**src/rtl/mem_access_unit_pkg.sv**
```systemverilog
`default_nettype none
// ============================================================================
// Module      : mem_if_pkg
// Description : Shared types and width constants for the memory access
//               stage (state encoding, operation encoding, counter width).
// Revision    : 1.0 - initial release
// ============================================================================
package mem_if_pkg;

  localparam int ADDR_W_DEF = 13;
  localparam int DATA_W_DEF = 8;
  localparam int WAIT_CNT_W = 4;

  typedef enum logic [1:0] {
    IDLE   = 2'd0,
    ACCESS = 2'd1,
    DONE   = 2'd2
  } state_t;

  typedef enum logic {
    OP_READ  = 1'b0,
    OP_WRITE = 1'b1
  } op_t;

endpackage
`default_nettype wire

```
**src/rtl/mem_access_unit_if.sv**
```systemverilog
`default_nettype none
// ============================================================================
// Module      : mem_access_unit_if
// Description : Controller-facing request/response signals and RAM-facing
//               bus of the memory access stage. The slave modport is the
//               access unit's view; master is the surrounding system's view.
// Revision    : 1.0 - initial release
// ============================================================================
interface mem_access_unit_if #(
  parameter int AW = mem_if_pkg::ADDR_W_DEF,
  parameter int DW = mem_if_pkg::DATA_W_DEF
);

  // controller side
  logic          req_read;
  logic          req_write;
  logic          sel_src_pc;
  logic          sel_src_tr;
  logic [AW-1:0] pc_addr;
  logic [AW-1:0] tr_addr;
  logic [DW-1:0] wdata;
  logic [DW-1:0] rdata;
  logic          done;
  logic          busy;
  logic          req_err;

  // RAM side
  logic [AW-1:0] mem_addr;
  logic [DW-1:0] mem_wdata;
  logic          mem_re;
  logic          mem_we;
  logic [DW-1:0] mem_rdata;

  modport slave (
    input  req_read, req_write, sel_src_pc, sel_src_tr,
    input  pc_addr, tr_addr, wdata, mem_rdata,
    output rdata, done, busy, req_err,
    output mem_addr, mem_wdata, mem_re, mem_we
  );

  modport master (
    output req_read, req_write, sel_src_pc, sel_src_tr,
    output pc_addr, tr_addr, wdata, mem_rdata,
    input  rdata, done, busy, req_err,
    input  mem_addr, mem_wdata, mem_re, mem_we
  );

endinterface
`default_nettype wire

```
**src/rtl/mem_wait_counter.sv**
```systemverilog
`default_nettype none
// ============================================================================
// Module      : mem_wait_counter
// Description : Wait-state down counter. Loads a start value, decrements
//               while enabled and non-zero, flags zero.
// Revision    : 1.0 - initial release
// ============================================================================
module mem_wait_counter
  import mem_if_pkg::*;
(
  input  wire logic                  clk,
  input  wire logic                  rst,
  input  wire logic                  i_load,
  input  wire logic                  i_en,
  input  wire logic [WAIT_CNT_W-1:0] i_load_val,
  output logic                       o_zero
);

  logic [WAIT_CNT_W-1:0] r_cnt;

  // load has priority over decrement; counting stops at zero
  always_ff @(posedge clk or posedge rst) begin
    if (rst) begin
      r_cnt <= '0;
    end else if (i_load) begin
      r_cnt <= i_load_val;
    end else if (i_en && (r_cnt != '0)) begin
      r_cnt <= r_cnt - 1'b1;
    end
  end

  assign o_zero = (r_cnt == '0);

endmodule
`default_nettype wire

```
**src/rtl/mem_access_unit.sv**
```systemverilog
`default_nettype none
// ============================================================================
// Module      : mem_access_unit
// Description : Memory access stage. Accepts a single read or write request
//               from the controller, muxes the PC/TR address, sequences one
//               fixed-latency RAM access and returns a one-cycle done pulse.
//               Optional one-entry read buffer enabled by the macro
//               MEMIF_FETCH_BUF_EN (read hits complete without RAM access).
// Revision    : 1.0 - initial release
// ============================================================================
module mem_access_unit
  import mem_if_pkg::*;
#(
  parameter int AW          = ADDR_W_DEF,
  parameter int DW          = DATA_W_DEF,
  parameter int WAIT_STATES = 2
) (
  input  wire logic       clk,
  input  wire logic       rst,
  mem_access_unit_if.slave bus
);

  localparam logic [WAIT_CNT_W-1:0] c_WAIT_LOAD = WAIT_CNT_W'(WAIT_STATES);

  state_t        r_state;
  state_t        w_next;
  op_t           r_op;
  logic [AW-1:0] r_addr;
  logic [DW-1:0] r_wdata;
  logic [DW-1:0] r_rdata;

  logic          w_legal;
  logic          w_illegal;
  logic [AW-1:0] w_addr_mux;
  logic          w_hit;
  logic          w_accept;
  logic          w_load;
  logic          w_en;
  logic          w_zero;
  logic          w_capture;
  logic          w_wr_strobe;
  logic          w_busy;
  logic          w_done;
  logic          w_req_err;
  logic          w_mem_re;

  // Request decode: exactly one operation and exactly one address source.
  assign w_legal    = (bus.req_read ^ bus.req_write) & (bus.sel_src_pc ^ bus.sel_src_tr);
  assign w_illegal  = (bus.req_read | bus.req_write) & ~w_legal;
  assign w_addr_mux = bus.sel_src_pc ? bus.pc_addr : bus.tr_addr;
  assign w_accept   = (r_state == IDLE) && w_legal;

`ifdef MEMIF_FETCH_BUF_EN
  logic          r_buf_vld;
  logic [AW-1:0] r_buf_tag;
  logic [DW-1:0] r_buf_data;

  assign w_hit = r_buf_vld && bus.req_read && w_legal && (w_addr_mux == r_buf_tag);

  // read buffer: refilled by every RAM read, kept coherent with matching writes
  always_ff @(posedge clk or posedge rst) begin
    if (rst) begin
      r_buf_vld  <= 1'b0;
      r_buf_tag  <= '0;
      r_buf_data <= '0;
    end else if (w_capture) begin
      r_buf_vld  <= 1'b1;
      r_buf_tag  <= r_addr;
      r_buf_data <= bus.mem_rdata;
    end else if (w_wr_strobe && r_buf_vld && (r_addr == r_buf_tag)) begin
      r_buf_data <= r_wdata;
    end
  end
`else
  assign w_hit = 1'b0;
`endif

  mem_wait_counter u_wait_cnt (
    .clk        (clk),
    .rst        (rst),
    .i_load     (w_load),
    .i_en       (w_en),
    .i_load_val (c_WAIT_LOAD),
    .o_zero     (w_zero)
  );

  // state register
  always_ff @(posedge clk or posedge rst) begin
    if (rst) begin
      r_state <= IDLE;
    end else begin
      r_state <= w_next;
    end
  end

  // next-state logic and status/strobe outputs
  always_comb begin
    w_next      = r_state;
    w_load      = 1'b0;
    w_en        = 1'b0;
    w_capture   = 1'b0;
    w_wr_strobe = 1'b0;
    w_busy      = 1'b0;
    w_done      = 1'b0;
    w_req_err   = 1'b0;
    w_mem_re    = 1'b0;
    case (r_state)
      IDLE: begin
        w_req_err = w_illegal;
        if (w_legal) begin
          if (w_hit) begin
            w_next = DONE;
          end else begin
            w_next = ACCESS;
            w_load = 1'b1;
          end
        end
      end
      ACCESS: begin
        w_busy      = 1'b1;
        w_mem_re    = (r_op == OP_READ);
        // a store strobes only on the final wait cycle: one strobe per write
        w_wr_strobe = (r_op == OP_WRITE) && w_zero;
        if (w_zero) begin
          w_next    = DONE;
          w_capture = (r_op == OP_READ);
        end else begin
          w_en = 1'b1;
        end
      end
      DONE: begin
        w_done = 1'b1;
        w_next = IDLE;
      end
      default: begin
        w_next = IDLE;
      end
    endcase
  end

  // latch operation, address and store data on acceptance
  always_ff @(posedge clk or posedge rst) begin
    if (rst) begin
      r_op    <= OP_READ;
      r_addr  <= '0;
      r_wdata <= '0;
    end else if (w_accept) begin
      r_op    <= bus.req_write ? OP_WRITE : OP_READ;
      r_addr  <= w_addr_mux;
      r_wdata <= bus.wdata;
    end
  end

  // read data register: holds until the next completed read
  always_ff @(posedge clk or posedge rst) begin
    if (rst) begin
      r_rdata <= '0;
    end else if (w_capture) begin
      r_rdata <= bus.mem_rdata;
`ifdef MEMIF_FETCH_BUF_EN
    end else if (w_accept && w_hit) begin
      r_rdata <= r_buf_data;
`endif
    end
  end

  assign bus.rdata     = r_rdata;
  assign bus.done      = w_done;
  assign bus.busy      = w_busy;
  assign bus.req_err   = w_req_err;
  assign bus.mem_addr  = r_addr;
  assign bus.mem_wdata = r_wdata;
  assign bus.mem_re    = w_mem_re;
  assign bus.mem_we    = w_wr_strobe;

endmodule
`default_nettype wire

```
**src/flat_wrapper.sv**
```systemverilog
// flat-port wrapper written by rule: the top's interface ports become plain ports
module mem_access_unit_flat import mem_if_pkg::*;
#(
  parameter int AW          = ADDR_W_DEF,
  parameter int DW          = DATA_W_DEF,
  parameter int WAIT_STATES = 2
)
  (clk, rst, bus_req_read, bus_req_write, bus_sel_src_pc, bus_sel_src_tr, bus_pc_addr, bus_tr_addr, bus_wdata, bus_mem_rdata, bus_rdata, bus_done, bus_busy, bus_req_err, bus_mem_addr, bus_mem_wdata, bus_mem_re, bus_mem_we);
  mem_access_unit_if #(.AW(AW), .DW(DW)) bus_i ();
  input  wire logic clk;
  input  wire logic rst;
  input wire logic [$bits(bus_i.req_read)-1:0] bus_req_read;
  input wire logic [$bits(bus_i.req_write)-1:0] bus_req_write;
  input wire logic [$bits(bus_i.sel_src_pc)-1:0] bus_sel_src_pc;
  input wire logic [$bits(bus_i.sel_src_tr)-1:0] bus_sel_src_tr;
  input wire logic [$bits(bus_i.pc_addr)-1:0] bus_pc_addr;
  input wire logic [$bits(bus_i.tr_addr)-1:0] bus_tr_addr;
  input wire logic [$bits(bus_i.wdata)-1:0] bus_wdata;
  input wire logic [$bits(bus_i.mem_rdata)-1:0] bus_mem_rdata;
  output wire logic [$bits(bus_i.rdata)-1:0] bus_rdata;
  output wire logic [$bits(bus_i.done)-1:0] bus_done;
  output wire logic [$bits(bus_i.busy)-1:0] bus_busy;
  output wire logic [$bits(bus_i.req_err)-1:0] bus_req_err;
  output wire logic [$bits(bus_i.mem_addr)-1:0] bus_mem_addr;
  output wire logic [$bits(bus_i.mem_wdata)-1:0] bus_mem_wdata;
  output wire logic [$bits(bus_i.mem_re)-1:0] bus_mem_re;
  output wire logic [$bits(bus_i.mem_we)-1:0] bus_mem_we;
  assign bus_i.req_read = bus_req_read;
  assign bus_i.req_write = bus_req_write;
  assign bus_i.sel_src_pc = bus_sel_src_pc;
  assign bus_i.sel_src_tr = bus_sel_src_tr;
  assign bus_i.pc_addr = bus_pc_addr;
  assign bus_i.tr_addr = bus_tr_addr;
  assign bus_i.wdata = bus_wdata;
  assign bus_i.mem_rdata = bus_mem_rdata;
  assign bus_rdata = bus_i.rdata;
  assign bus_done = bus_i.done;
  assign bus_busy = bus_i.busy;
  assign bus_req_err = bus_i.req_err;
  assign bus_mem_addr = bus_i.mem_addr;
  assign bus_mem_wdata = bus_i.mem_wdata;
  assign bus_mem_re = bus_i.mem_re;
  assign bus_mem_we = bus_i.mem_we;
  mem_access_unit #(.AW(AW), .DW(DW), .WAIT_STATES(WAIT_STATES)) u_core (.clk(clk), .rst(rst), .bus(bus_i));
endmodule
```
**config.mk**
```make
export PLATFORM = sky130hd
export DESIGN_NAME = mem_access_unit_flat
export DESIGN_NICKNAME = d
export VERILOG_FILES = /design/src/rtl/mem_access_unit_pkg.sv /design/src/rtl/mem_access_unit_if.sv /design/src/rtl/mem_wait_counter.sv /design/src/rtl/mem_access_unit.sv /design/src/flat_wrapper.sv
export SDC_FILE = /design/constraint.sdc
export NUM_CORES = 1
export LEC_CHECK = 0
export CAP_MARGIN = 20
export CORE_ASPECT_RATIO = 0.5
export CORE_UTILIZATION = 35
export DETAILED_ROUTE_END_ITERATION = 8
export PLACE_DENSITY = 0.71
export SYNTH_ARGS = -nofsm -noshare
export SYNTH_HDL_FRONTEND = slang
export SYNTH_SLANG_ARGS = --single-unit
```
**constraint.sdc**
```tcl
create_clock -name clk -period 1.8 [get_ports clk]
set_input_delay 0.36 -clock clk [delete_from_list [all_inputs] [get_ports clk]]
set_output_delay 0.36 -clock clk [all_outputs]
set_load 0.01 [all_outputs]
```
==> key figures <==
Status
  – Outcome: complete, no violations

Yosys
  – Synth area leader: dfrtp_1
  – FF+latch count, synth: 36
  – Post-synthesis cell area: around 1700 um^2
  – Post-synthesis sequential area ratio: around 53%
  – Syn Inst Count: 138
  – Top-area cell type share of the netlist area: between 50% and 60%
  – Net Count, Synth: between 150 and 200
  – Synth top area cells: dfrtp_1 (53%), mux2_2 (9.3%), mux2i_1 (7.7%), a31oi_1 (4.8%), a21oi_1 (4.7%)
  – Mean cell area of the mapped netlist: ~12 um^2
  – Yosys cell types: 28
  – Synth warn: 0

STA
  – Final setup margin: ~0.052 ns
  – Fin crit share: between 90 and 100%
  – Final Slew Violations: 0
  – Max_slew headroom: between 70% and 80%
  – Fin. Hold Viols: 0
  – Final setup violation count: 0
  – Achievable Freq: 572 MHz
  – Final setup skew: approximately 0.0056 ns
  – Tmin final: 1.75 ns
  – Worst-Margin Slew: about 0.42 ns

Critical path
  – Startpoint types: input port
  – FF-to-FF Start: u_core.r_state[0]$_DFFE_PP0P_
  – CP Class: input port to primary output
  – Critical Path RT: 1.44 ns
  – Capturing point of the worst reg2reg path: u_core.bus.rdata[1]$_DFFE_PP0P_
  – Worst r2r path cells: 6
  – Data arrival, critical path: 1.39 ns
  – Crit-path max FO: 2
  – R2R Setup Slk: slightly above 0.3 ns
  – Crit end category: primary output

Placement
  – HPWL Detailed: between 3 and 4 mm
  – Buffers on Ports: between 80 and 90
  – RePlAce Congestion: approximately 0.77
  – Placement Setup Slack: -0.725 ns
  – Placed Area: around 2700 um^2

Clock tree
  – Clock sink count: 36
  – CTS Hold Bufs: 0
  – Root buf cell: clkbuf_8
  – CTS max path bufs: 2
  – Cts bufs inserted: 5
  – Clock slew at reported path FFs: 0.07 ns
  – Worst skew pair latency: 0.29 ns
  – CTS tree: built
  – H-tree depth: 2

Drt
  – Via/cell ratio: between 4 and 5
  – Detail Route Antenna Nets: 0
  – Routed wire length: roughly 4.6 mm
  – DR vias: approximately 1.5k
  – # DRC: 0
  – Initial DRC Count: 24
  – Avg WL per Cell: roughly 15 um
  – Drt pass-1 iters: 5

Layout
  – Filler cells: 360
  – Multi-input logic area: 769 um^2
  – Final core occ: between 60% and 70%
  – Layout cells sized above 1: between 20 and 30%
  – Finished Cell Area: roughly 2900 um^2
  – Area Growth Syn to Fin: 72.8%
  – Diodes inserted: 0
  – Reg area: ~900 um^2
  – Commonest non-fill, non-tap cell in the layout: clkdlybuf4s50_1
  – Most frequent cells in the layout: clkdlybuf4s50_1 (72), dfrtp_1 (35), buf_4 (24)
  – Nets: approximately 300

Floorplanning
  – Initial Util: 37.4%
  – IO Pins: 82
  – Std-Cell Rows: 17
  – Die area: 5120 um^2
  – Die height: 51.1 um
  – Core ar.: about 4500 um^2
  – Die W: about 100 um

Pwr
  – Peak VDD IR: just over 0.0007 V
  – Power Density: between 1000 and 1500 nW/um^2
  – Pwr Total: between 4 and 5 mW
  – Leakage: ~1.3 nW

GRT
  – Initial antenna violation count: 0
  – Total GRT Usage: between 10% and 20%
  – Grt total ovfl: 0
  – First-pass GRT wire length: a little over 7 mm
  – Maximum number of pins on one net before global-route repair: 21
  – Vias in the first global route: about 1.5k

Run
  – MaxCap Viol Count: 0

Min path
  – Hold Path Class: input port to asynchronous set/reset pin
## per-layer routing
layer / GRT usage (%) / share of wire, % / vias to the layer above
li1: - / - / 717
met1: 22.4 / 42 / 743
met2: 31.6 / 52 / 44
met3: 3.83 / 3.9 / 11
met4: 5.80 / 1.6 / 0
met5: 0 / 0 / -
## worst max-delay path, stage by stage
cell and delay (ns):
dlygate4sd2_1 0.25, inv_2 0.07, ha_4 0.20, a2111oi_4 0.32, buf_2 0.18
## registers in the layout, summed over array words and instances, names as in the netlist
name and flops:
u_core.bus.mem_addr 13, u_core.bus.mem_wdata 8, u_core.bus.rdata 8, u_core.u_wait_cnt.r_cnt 4
u_core.r_state 2, u_core.r_op 1
## synthesized netlist by cell type, drive strengths merged
library cell and n:
dfrtp 36, mux2 17, a21oi 16, a31oi 13, mux2i 13, inv 7, buf 6, nor2 4
o21ai 4, clkbuf 3, ha 3, nand2b 2, nand4b 2, a2111oi 1, and2 1, and3 1
nand3 1, nand3b 1, nor2b 1, nor3 1, nor3b 1, o311ai 1, o41ai 1, or3 1
xor2 1
## repair_timing
action | 4_1_cts | 5_1_grt
cloned | 0 | 0
buffers inserted | 1 | 9
setup endpoints to repair | 13 | 13
resized for setup | 22 | 11
pin swaps | 0 | 6
hold endpoints to repair | 0 | 0
## metrics by stage
stage                     TNS [ns]  hold slack, ns  instances
after floorplan                  0           0.500        138
after global placement       -7.91           0.433        294
after detailed placement     -8.31           0.440        294
after CTS                   -0.118           0.371        303
after global routing       -0.0174           0.393        312
final                            0           0.368        312
## cells by family after synthesis
family,synth area share [%]
XOR/XNOR,0.964
multiplexers,19.7
adder cells (fa/ha/maj),2.22
AO/OA/AOI/OAI,12.3
buffers and inverters,5.49
AND/OR/NAND/NOR,5.93
flip-flops,53.4
## cell type report
| type | instances | share of cell area [%] |
|---|---|---|
| timing repair buffer | 109 | 35.9 |
| inverter | 7 | 0.901 |
| sequential | 36 | 30.9 |
| multi-input combinational | 86 | 26.4 |
| clock buffer | 8 | 3.09 |
| tap | 66 | 2.83 |
## power breakdown
part	switching, mW	internal (mW)
clock	0.278	0.312
sequential	0.249	1.21
combinational	0.948	1.36
## worst max path at each step
stage,from,endpoint,slack (ns)
after global placement,bus_req_write,bus_req_err,-0.70
after CTS,bus_req_read,bus_req_err,-0.12
after detailed placement,bus_req_write,bus_req_err,-0.73
final,bus_req_write,bus_req_err,0.05
after global routing,u_core.u_wait_cnt.r_cnt[1]$_DFFE_PP0P_,bus_mem_we,-0.01
after floorplan,bus_req_write,bus_req_err,0.03
Power figures use the tool's default switching activity.
